[src/rtl/vga_rgb_pattern_gen.sv]
// ============================================================================
//  Module   : vga_rgb_pattern_gen
//  Purpose  : VGA 640x480@60 sync/DE timing plus registered RGB test patterns.
//             Optional macro VGA_ANIM_EN scrolls the patterns 1 px per frame.
//  Revision : 1.0 - initial release
// ============================================================================
`default_nettype none

module vga_rgb_pattern_gen #(
    parameter int H_ACTIVE = 640,
    parameter int H_FP     = 16,
    parameter int H_SYNC   = 96,
    parameter int H_BP     = 48,
    parameter int V_ACTIVE = 480,
    parameter int V_FP     = 10,
    parameter int V_SYNC   = 2,
    parameter int V_BP     = 33,
    parameter bit SYNC_POL = 1'b0
) (
    input  logic       clk,
    input  logic       rst_n,
    input  logic       ena,
    input  logic [1:0] mode,
    output logic [7:0] dr,
    output logic [7:0] dg,
    output logic [7:0] db,
    output logic       hsync,
    output logic       vsync,
    output logic       de,
    output logic       frame_start
);

    localparam int         c_H_TOTAL = H_ACTIVE + H_FP + H_SYNC + H_BP;
    localparam int         c_V_TOTAL = V_ACTIVE + V_FP + V_SYNC + V_BP;
    localparam logic [9:0] c_H_LAST  = 10'(c_H_TOTAL - 1);
    localparam logic [9:0] c_V_LAST  = 10'(c_V_TOTAL - 1);
    localparam logic [9:0] c_H_ACT   = 10'(H_ACTIVE);
    localparam logic [9:0] c_V_ACT   = 10'(V_ACTIVE);
    localparam logic [9:0] c_HS_BEG  = 10'(H_ACTIVE + H_FP);
    localparam logic [9:0] c_HS_END  = 10'(H_ACTIVE + H_FP + H_SYNC);
    localparam logic [9:0] c_VS_BEG  = 10'(V_ACTIVE + V_FP);
    localparam logic [9:0] c_VS_END  = 10'(V_ACTIVE + V_FP + V_SYNC);
    localparam logic [9:0] c_BAR_W   = 10'd80;

    logic [9:0]  r_h;
    logic [9:0]  r_v;
    logic [1:0]  r_mode_q;

    logic        w_h_wrap;
    logic        w_v_wrap;
    logic        w_first;
    logic        w_de;
    logic        w_hs;
    logic        w_vs;
    logic [1:0]  w_mode;
    logic [7:0]  w_offset;
    logic [9:0]  w_x;
    logic [2:0]  w_bar;
    logic [23:0] w_rgb;

    assign w_h_wrap = (r_h == c_H_LAST);
    assign w_v_wrap = (r_v == c_V_LAST);
    assign w_first  = (r_h == 10'd0) && (r_v == 10'd0);

    // The first pixel of a frame already uses the freshly sampled mode.
    assign w_mode   = w_first ? mode : r_mode_q;

    assign w_de     = (r_h < c_H_ACT) && (r_v < c_V_ACT);
    assign w_hs     = (r_h >= c_HS_BEG) && (r_h < c_HS_END);
    assign w_vs     = (r_v >= c_VS_BEG) && (r_v < c_VS_END);

`ifdef VGA_ANIM_EN
    logic [7:0] r_frame;

    always_ff @(posedge clk or negedge rst_n) begin
        if (!rst_n) begin
            r_frame <= 8'd0;
        end else if (ena && w_h_wrap && w_v_wrap) begin
            r_frame <= r_frame + 8'd1;
        end
    end

    assign w_offset = r_frame;
`else
    assign w_offset = 8'd0;
`endif

    assign w_x   = r_h + {2'b00, w_offset};
    assign w_bar = 3'(w_x / c_BAR_W);

    always_comb begin
        w_rgb = 24'h000000;
        if (w_de) begin
            case (w_mode)
                2'd0: begin
                    case (w_bar)
                        3'd0:    w_rgb = 24'hFFFFFF;
                        3'd1:    w_rgb = 24'hFFFF00;
                        3'd2:    w_rgb = 24'h00FFFF;
                        3'd3:    w_rgb = 24'h00FF00;
                        3'd4:    w_rgb = 24'hFF00FF;
                        3'd5:    w_rgb = 24'hFF0000;
                        3'd6:    w_rgb = 24'h0000FF;
                        default: w_rgb = 24'h000000;
                    endcase
                end
                2'd1:    w_rgb = {w_x[7:0], r_v[7:0], w_x[7:0] ^ r_v[7:0]};
                2'd2:    w_rgb = (w_x[5] ^ r_v[5]) ? 24'hFFFFFF : 24'h000000;
                default: w_rgb = 24'h808080;
            endcase
        end
    end

    always_ff @(posedge clk or negedge rst_n) begin
        if (!rst_n) begin
            r_h         <= 10'd0;
            r_v         <= 10'd0;
            r_mode_q    <= 2'd0;
            dr          <= 8'h00;
            dg          <= 8'h00;
            db          <= 8'h00;
            de          <= 1'b0;
            frame_start <= 1'b0;
            hsync       <= ~SYNC_POL;
            vsync       <= ~SYNC_POL;
        end else if (ena) begin
            if (w_first) begin
                r_mode_q <= mode;
            end
            r_h <= w_h_wrap ? 10'd0 : r_h + 10'd1;
            if (w_h_wrap) begin
                r_v <= w_v_wrap ? 10'd0 : r_v + 10'd1;
            end
            {dr, dg, db} <= w_rgb;
            de           <= w_de;
            frame_start  <= w_first;
            hsync        <= w_hs ? SYNC_POL : ~SYNC_POL;
            vsync        <= w_vs ? SYNC_POL : ~SYNC_POL;
        end
    end

endmodule

`default_nettype wire

[config.mk]
export PLATFORM = sky130hd
export DESIGN_NAME = vga_rgb_pattern_gen
export DESIGN_NICKNAME = d
export VERILOG_FILES = /design/src/rtl/vga_rgb_pattern_gen.sv
export SDC_FILE = /design/constraint.sdc
export NUM_CORES = 1
export LEC_CHECK = 0
export ABC_CLOCK_PERIOD_IN_PS = 6800
export CAP_MARGIN = 20
export CELL_PAD_IN_SITES_DETAIL_PLACEMENT = 0
export CELL_PAD_IN_SITES_GLOBAL_PLACEMENT = 2
export CORE_AREA = 5 5 92 94
export DETAILED_ROUTE_END_ITERATION = 6
export DIE_AREA = 0 0 97 99
export GPL_ROUTABILITY_DRIVEN = 0
export HOLD_SLACK_MARGIN = 0.02
export PLACE_DENSITY = 0.93
export SLEW_MARGIN = 20
export SYNTH_ARGS = -nofsm -noshare
export SYNTH_HDL_FRONTEND = slang
export SYNTH_SLANG_ARGS = --single-unit
[constraint.sdc]
create_clock -name clk -period 6.8 [get_ports clk]
set_input_delay 2.04 -clock clk [delete_from_list [all_inputs] [get_ports clk]]
set_output_delay 2.04 -clock clk [all_outputs]
set_load 0.02 [all_outputs]
# Yosys cells after proc, flatten, opt, wreduce, memory -nomap -nowiden

Cells that the tools add are included.

Register bits after elaboration: 50
Input port bits: 5
Output and inout bits: 28

Add/subtract/negate cells: 2
Div/mod/pow operators: 1
Order comparisons: 6
Equality and inequality tests: 10
Mux-type cells: 9
Bitwise operators: 2
Reduce and logical (&&, ||, !) cells: 9

Operators by type and width:

| kind                    | number |
|---|---|
| $pmux W24 S7            | 1 |
| $pmux W24 S3            | 1 |
| $mux W24                | 2 |
| $add A10 B1 Y10 const B | 2 |
| $eq A10 B10 Y1 const B  | 2 |
| $logic_not A10 Y1       | 2 |
| $lt A10 B10 Y1 const B  | 2 |
| $lt A10 B9 Y1 const B   | 2 |
| $mux W10                | 2 |
| $div A10 B7 Y10 const B | 1 |
| $ge A10 B10 Y1 const B  | 1 |
| $ge A10 B9 Y1 const B   | 1 |
| $eq A3 B3 Y1 const B    | 3 |
| $xor A8 B8 Y8           | 1 |
| $eq A3 B2 Y1 const B    | 2 |
| $logic_and A1 B1 Y1     | 4 |
| $eq A3 B1 Y1 const B    | 1 |
| $logic_not A3 Y1        | 1 |
| $eq A2 B1 Y1 const B    | 1 |
| $eq A2 B2 Y1 const B    | 1 |
| $logic_not A2 Y1        | 1 |
| $mux W1                 | 2 |
| $mux W2                 | 1 |
| $reduce_and A2 Y1       | 1 |
| $xor A1 B1 Y1           | 1 |

# Longest topological paths before layout

Gate-level depths: netlist (run 1).

Word-level depth: 6
Mapped depth: 9
Gate-level depth less buffers: 8

# Worst setup path after synthesis (run 1)

OpenSTA, ideal clock, no wires.

Path type: input to register
Start point: input port ena
End point: register dr[3]
Library setup time: 0.067 ns
Arrival: 3.181 ns
Path slack: 3.552 ns
Stages on the path: 7
Path through: nor2b_1 > and3_1 > buf_2 > nand3b_1 > o22ai_1 > clkbuf_1 > a221o_1

RTL lines:

| item                 | line | source |
|---|---|---|
| start, declared      | 22   | `input logic ena,` |
| end signal, assigned | 134  | `{dr, dg, db} <= w_rgb;` |
| end, declared        | 24   | `output logic [7:0] dr,` |

# Worst setup path after layout (run 1)

Start point: input port ena
End point: register r_v[7]

Cells in the longest elaborated chain, start to end: 1

Ends and longest elaborated chain:

| item                               | line | source |
|---|---|---|
| $reduce_and A2 Y1 (no source line) | n/a  |  |
| end signal, assigned               | 132  | `r_v <= w_v_wrap ? 10'd0 : r_v + 10'd1;` |
| end, declared                      | 46   | `logic [9:0] r_v;` |

Every way passes these cells.
A chain may end at the register's enable or synchronous reset.

==> results of run 1 <==
==> stage by stage <==
| stage | setup slack (ns) | utilization |
|---|---|---|
| floorplan | 3.55 | - |
| global placement | 2.63 | 0.415 |
| detailed placement | 2.57 | 0.415 |
| CTS | 2.90 | 0.427 |
| global route | 2.70 | 0.427 |
| finish | 2.85 | 0.427 |
==> logic make-up after synthesis <==
kind of cell               share of synthesized area
buffers and inverters                         0.0542
and+or+nand+nor                                0.202
xor gates and xnor gates                      0.0627
AOI/OAI and AO/OA                              0.192
adders and majority gates                     0.0215
muxes                                         0.0192
DFF                                            0.449
==> cell usage in the layout (no fill, tap or decap), types with 2 or more instances in the layout <==
| master | n |
|---|---|
| nand2_1 | 30 |
| xor2_1 | 12 |
| clkbuf_8 | 5 |
| nor3_1 | 8 |
| o211ai_1 | 2 |
| nand4_1 | 7 |
| nand2b_1 | 2 |
| nor4_1 | 3 |
| nor2b_1 | 2 |
| dfstp_2 | 2 |
| a22o_1 | 2 |
| clkinvlp_4 | 2 |
| a21o_1 | 2 |
| o21ai_0 | 18 |
| buf_4 | 2 |
| nor3b_1 | 3 |
| a221o_1 | 15 |
| ha_1 | 4 |
| dfrtp_1 | 48 |
| nand3b_1 | 3 |
| mux2i_1 | 2 |
| clkdlybuf4s50_1 | 31 |
| and4b_1 | 3 |
| xnor2_1 | 8 |
| nor2_1 | 16 |
| a21oi_1 | 11 |
| and3_1 | 6 |
| inv_1 | 9 |
| mux2_2 | 3 |
| nand3_1 | 9 |
| a22oi_1 | 9 |
==> cell type report <==
class                      count  area share
inverter                      10      0.0116
clock inverter                 3     0.00736
tap                          102      0.0395
clock buffer                   5      0.0213
multi-input combinational    204       0.430
sequential                    50       0.388
timing repair buffer          34       0.102
==> metal layers <==
metal	global-route usage	wire [µm]	vias up
met5	0	0	-
met4	0.0529	95	0
met3	0.0248	225	6
met2	0.229	3030	34
met1	0.203	3220	1104
li1	-	-	1086
==> Yosys cell counts (8+ instances only) <==
| master | number | area (µm²) |
|---|---|---|
| a22oi_1 | 9 | 67.6 |
| xor2_1 | 12 | 105 |
| xnor2_1 | 8 | 70.1 |
| nor3_1 | 8 | 40.0 |
| nand3_1 | 9 | 45.0 |
| clkbuf_1 | 10 | 37.5 |
| dfrtp_1 | 48 | 1200 |
| a21oi_1 | 11 | 55.1 |
| nand2_1 | 30 | 113 |
| a221o_1 | 15 | 150 |
| o21ai_0 | 18 | 90.1 |
| nor2_1 | 16 | 60.1 |
| inv_1 | 9 | 33.8 |
| buf_2 | 9 | 45.0 |
==> state kept, by name, indices dropped and copies added, names as in the netlist <==
name and cells:
hsync 1, db 8, vsync 1, frame_start 1, r_v 10, r_mode_q 2
de 1, r_h 10, dr 8, dg 8
==> how the worst min path moves through the flow <==
| stage | endpoint | slack [ns] | cells after the start |
|---|---|---|---|
| CTS | hsync | 0.50 | 2 |
| detailed placement | de | 0.48 | 1 |
| global placement | de | 0.47 | 1 |
| finish | hsync | 0.49 | 2 |
| floorplan | r_v[8] | 0.47 | 1 |
| global route | de | 0.53 | 1 |
==> worst min-delay path: cells and delay by family, from the launching register on <==
family	cells	cell delay, ns
flops	1	0.38
simple gates	1	0.07
compound gates	1	0.04
==> power by group through the flow <==
stage,logic (mW),clock network (mW),registers (mW)
2_1_floorplan,0.135,0,0.385
3_3_place_gp,0.192,0,0.407
3_5_place_dp,0.193,0,0.407
4_1_cts,0.193,0.188,0.401
5_1_grt,0.216,0.199,0.409
6_report,0.191,0.182,0.402
==> results by group, run 1 <==
Placed design
  • # port buffers: 32
  • Placed Instances: 400
  • Placed cell area: 3140 µm²
  • DP HPWL: approximately 4700 µm

Final layout
  • Layout cell share with drive strength beyond 1: 0.0850
  • Final Non-Filler Cells: 408
  • Sequential cell area: 1250 µm²
  • Area Growth Syn to Fin: 15.6%
  • Finished Cell Area: ~3200 µm²
  • Nets: 314
  • Fill count: 744
  • Antenna Cells: 0
  • Multi-input gate area: approximately 1400 µm²

Global route
  • First-pass GRT wire length: 11500 µm
  • Congestion Overflow GR: 0
  • GRT Overall Usage: 0.146
  • Largest net degree at the start of global routing: 51
  • Initial antenna violation count: 0
  • Vias in the first global route: 2233

CTS
  • Root Driver: clkbuf_8
  • Clock sink count: 50
  • CTS H-tree depth: 2
  • CTS resizes: 0
  • Post-CTS Hold Buffers: 0
  • CTS buffer count: 5
  • Post-CTS Setup Inserts: 0
  • Clock Path Buffers: 2
  • Reg clk slew, reported paths: 0.10 ns
  • Worst-Skew Late Latency: 0.31 ns
  • TritonCTS clock tree: yes

Yosys
  • Mapped Nets: 297
  • Synth Warn #: 0
  • Synth Area per Inst: 9.71 µm²
  • Post-synth ARST share: 1.00
  • Yosys cell types: 58
  • Post-Syn Area: 2800 µm²
  • #FFs+latches synth: 50
  • Post-synth top flop: dfrtp_1
  • Post-synth EDFFs: 0
  • Proportion of synthesized chip area in sequential cells: 0.449
  • Syn Inst Count: roughly 290

Routing
  • Routed WL: 6570 µm
  • Via density: 5.47
  • WL/cell: 16.1 µm
  • Routed via count: 2230
  • DRC: 0
  • Drt first-iter violations: 106
  • Pre-Repair DR Iteration Count: 4
  • Post-DRT Antenna Nets: 0

Worst setup path
  • CP cell instances: clkdlybuf4s50_1, nand4_1, inv_1, nand3_1, nor3_1, and3_1, xor2_1
  • CP Launch Point: ena
  • Startpoint Class: input port
  • Critical path required time: 7.04 ns
  • Reg2reg path depth: 8
  • Worst path top cell family by delay: simple AND/OR/NAND/NOR gates
  • Worst Setup EP: r_v[7]
  • Flop2flop setup slack: 3.97 ns
  • FF-to-FF Start: r_h[1]
  • Critical Path Max Stage Delay: ~0.76 ns
  • Crit path DAT: 4.19 ns
  • Slowest CP cell: clkdlybuf4s50_1
  • Worst setup EP type: flip-flop
  • FF-to-FF End: dr[3]
  • Maximum fanout along the worst path: 13
  • Critical path depth: 7
  • CP Buf/Inv Count: 2
  • Crit path kind: input port to flip-flop

Power
  • Switching Power: 0.279 mW
  • Pleak: 1.32 nW
  • Clock power frac: 0.235
  • Internal power: 0.495 mW
  • Sequential group share of total power: 0.518
  • Sw Share: 0.361
  • Power Density: around 240 nW/µm²
  • VDD IR max: 153 µV
  • Total Power: between 0.7 and 0.8 mW
  • Logic gate share of total power: 0.246

Timing
  • Fin. max-slew vios: 0
  • Slew at the pin with the worst max-slew slack: 0.718 ns
  • Max-slew headroom: 0.518
  • Max Freq: 0.253 GHz
  • Min cycle time layout: 3.95 ns
  • Setup Viol. Count Final: 0
  • Skew final: ~0.0094 ns
  • Final hold violations: 0
  • Crit share post-route: 0.581
  • Hold_ws: 0.492 ns
  • Setup TNS: 0 ns
  • Unrepaired setup endpoints after global routing: no

Floorplan
  • CORE AREA: 7570 µm²
  • I/O Pins: 33
  • Initial Utilization: 0.369
  • Site row count: 32
  • Die area: 9600 µm²
  • Die Width: between 90 and 100 µm
  • Die H: 99 µm

Flow run
  • Max cap viols: 0

Status
  • Status: finished clean

Min path
  • Worst hold-check path type: flip-flop to flip-flop
  • Min-delay src: hsync
No activity file was read; power rests on OpenSTA's default activity.
==> inputs of run 2 (changes only) <==
Settings changed: ABC_CLOCK_PERIOD_IN_PS 6800 to 4100, CORE_AREA 5 5 92 94 to 5 5 96 98, DIE_AREA 0 0 97 99 to 0 0 101 103, PLACE_DENSITY 0.93 to 0.87.
Clock period 6.8 ns to 4.1 ns, I/O delays scaled along.
==> results by group, run 2 (synthesis gave the netlist of run 1 again) <==
Worst setup path
  • Slowest CP cell: clkdlybuf4s50_1
  • Startpoint Class: input port
  • Reg2reg path depth: 8
  • Crit path DAT: ~3.4 ns
  • Crit path kind: input port to flip-flop
  • Worst setup EP type: flip-flop
  • CP cell instances: clkdlybuf4s50_1, nand4_1, inv_1, nand3_1, nor3_1, and3_1, xor2_1
  • Flop2flop setup slack: 1.34 ns
  • Maximum fanout along the worst path: 13
  • Critical path required time: 4.35 ns
  • Critical Path Max Stage Delay: roughly 0.8 ns

CTS
  • Post-CTS Setup Inserts: 0
  • Clock Path Buffers: 2
  • TritonCTS clock tree: yes
  • Root Driver: clkbuf_8
  • Post-CTS Hold Buffers: 0
  • CTS resizes: 0
  • Worst-Skew Late Latency: approximately 0.32 ns
  • CTS H-tree depth: 2
  • Reg clk slew, reported paths: 0.10 ns
  • Clock sink count: 50
  • CTS buffer count: 5

Timing
  • Fin. max-slew vios: 0
  • Crit share post-route: 0.759
  • Unrepaired setup endpoints after global routing: no
  • Max-slew headroom: 0.484
  • Final setup margin: 0.990 ns
  • Setup TNS: 0 ns
  • Min cycle time layout: 3.11 ns
  • Final hold violations: 0
  • Skew final: 0.00474 ns
  • Slew at the pin with the worst max-slew slack: 0.774 ns
  • Max Freq: 0.322 GHz
  • Setup Viol. Count Final: 0

Final layout
  • Fill count: 831
  • Nets: 314
  • Antenna Cells: 0
  • Largest registers: r_h x10, r_v x10
  • Commonest non-fill, non-tap cell in the layout: dfrtp_1
  • Layout cell share with drive strength beyond 1: 0.0850
  • Area Growth Syn to Fin: 16.1%
  • Commonest non-fill, non-tap cells in the layout: dfrtp_1 (48), clkdlybuf4s50_1 (31), nand2_1 (30)

Global route
  • GRT Overall Usage: 0.141
  • First-pass GRT wire length: 11500 µm
  • Largest net degree at the start of global routing: 35
  • Initial antenna violation count: 0
  • Congestion Overflow GR: 0
  • Vias in the first global route: 2052

Routing
  • DRC: 0
  • WL/cell: approximately 17 µm
  • Routed via count: 2267
  • Routed WL: 7050 µm
  • Via density: approximately 5.5
  • Pre-Repair DR Iteration Count: 4
  • Post-DRT Antenna Nets: 0
  • Drt first-iter violations: between 100 and 150

Floorplan
  • Die H: roughly 100 µm
  • I/O Pins: 33
  • Die area: around 10000 µm²
  • Initial Utilization: 0.334
  • Site row count: 34
  • Die Width: 101 µm
  • CORE AREA: 8380 µm²

Placed design
  • Worst slack, placed: 0.639 ns
  • DP HPWL: 4910 µm
  • # port buffers: 32

Status
  • Status: finished clean

Power
  • Pleak: 1.33 nW
  • Power Density: slightly above 400 nW/µm²
  • VDD IR max: 156 µV

Min path
  • Worst hold-check path type: flip-flop to flip-flop
  • Hold depth: 1

Flow run
  • Max cap viols: 0
run 2: changes by cell type in the layout (fill, tap and decap cells not counted):
cell,before,now
clkinv_4,0,1
inv_8,0,1
clkinvlp_4,2,0
run 2: worst max-delay path: cells and delay by family:
| kind | cells | cell delay (ns) |
|---|---|---|
| buffers and inverters | 2 | 0.94 |
| xor gates and xnor gates | 1 | 0.13 |
| and+or+nand+nor | 4 | 1.06 |
run 2: final cells by class:
class	count	area, µm²	share of cell area
timing repair buffer	34	330	0.102
multi-input combinational	204	1390	0.428
inverter	10	37.5	0.0116
tap	108	135	0.0417
clock inverter	3	28.8	0.00887
clock buffer	5	68.8	0.0212
sequential	50	1250	0.386
run 2: final timing paths:
path | start | endpoint
worst max-delay path | ena | r_v[7]
worst min-delay path | de | de
worst max register to register | r_h[0] | dr[4]
worst min register to register | de | de
max in group asynchronous | rst_n | r_v[9]
min in group asynchronous | rst_n | r_h[2]
run 2: per-layer routing:
metal,up-vias,track usage,routed length [µm]
li1,1077,-,-
met1,1117,0.201,3330
met2,66,0.222,3250
met3,7,0.0230,387
met4,0,0.0429,87
met5,-,0,0
run 2: where the power goes:
group	total, mW	internal, mW	switching [mW]	leakage, nW
registers	0.667	0.550	0.117	0.595
clock network	0.329	0.128	0.200	0.0506
logic	0.317	0.148	0.169	0.683
run 2: through the flow:
step	total power, mW	util	hold WS [ns]	cells	area, µm²
6_report	1.31	0.387	0.494	414	3240
3_3_place_gp	0.991	0.375	0.467	406	3150
3_5_place_dp	0.997	0.375	0.477	406	3150
5_1_grt	1.39	0.387	0.516	414	3240
4_1_cts	1.32	0.387	0.500	414	3240
2_1_floorplan	0.862	-	0.468	288	2800
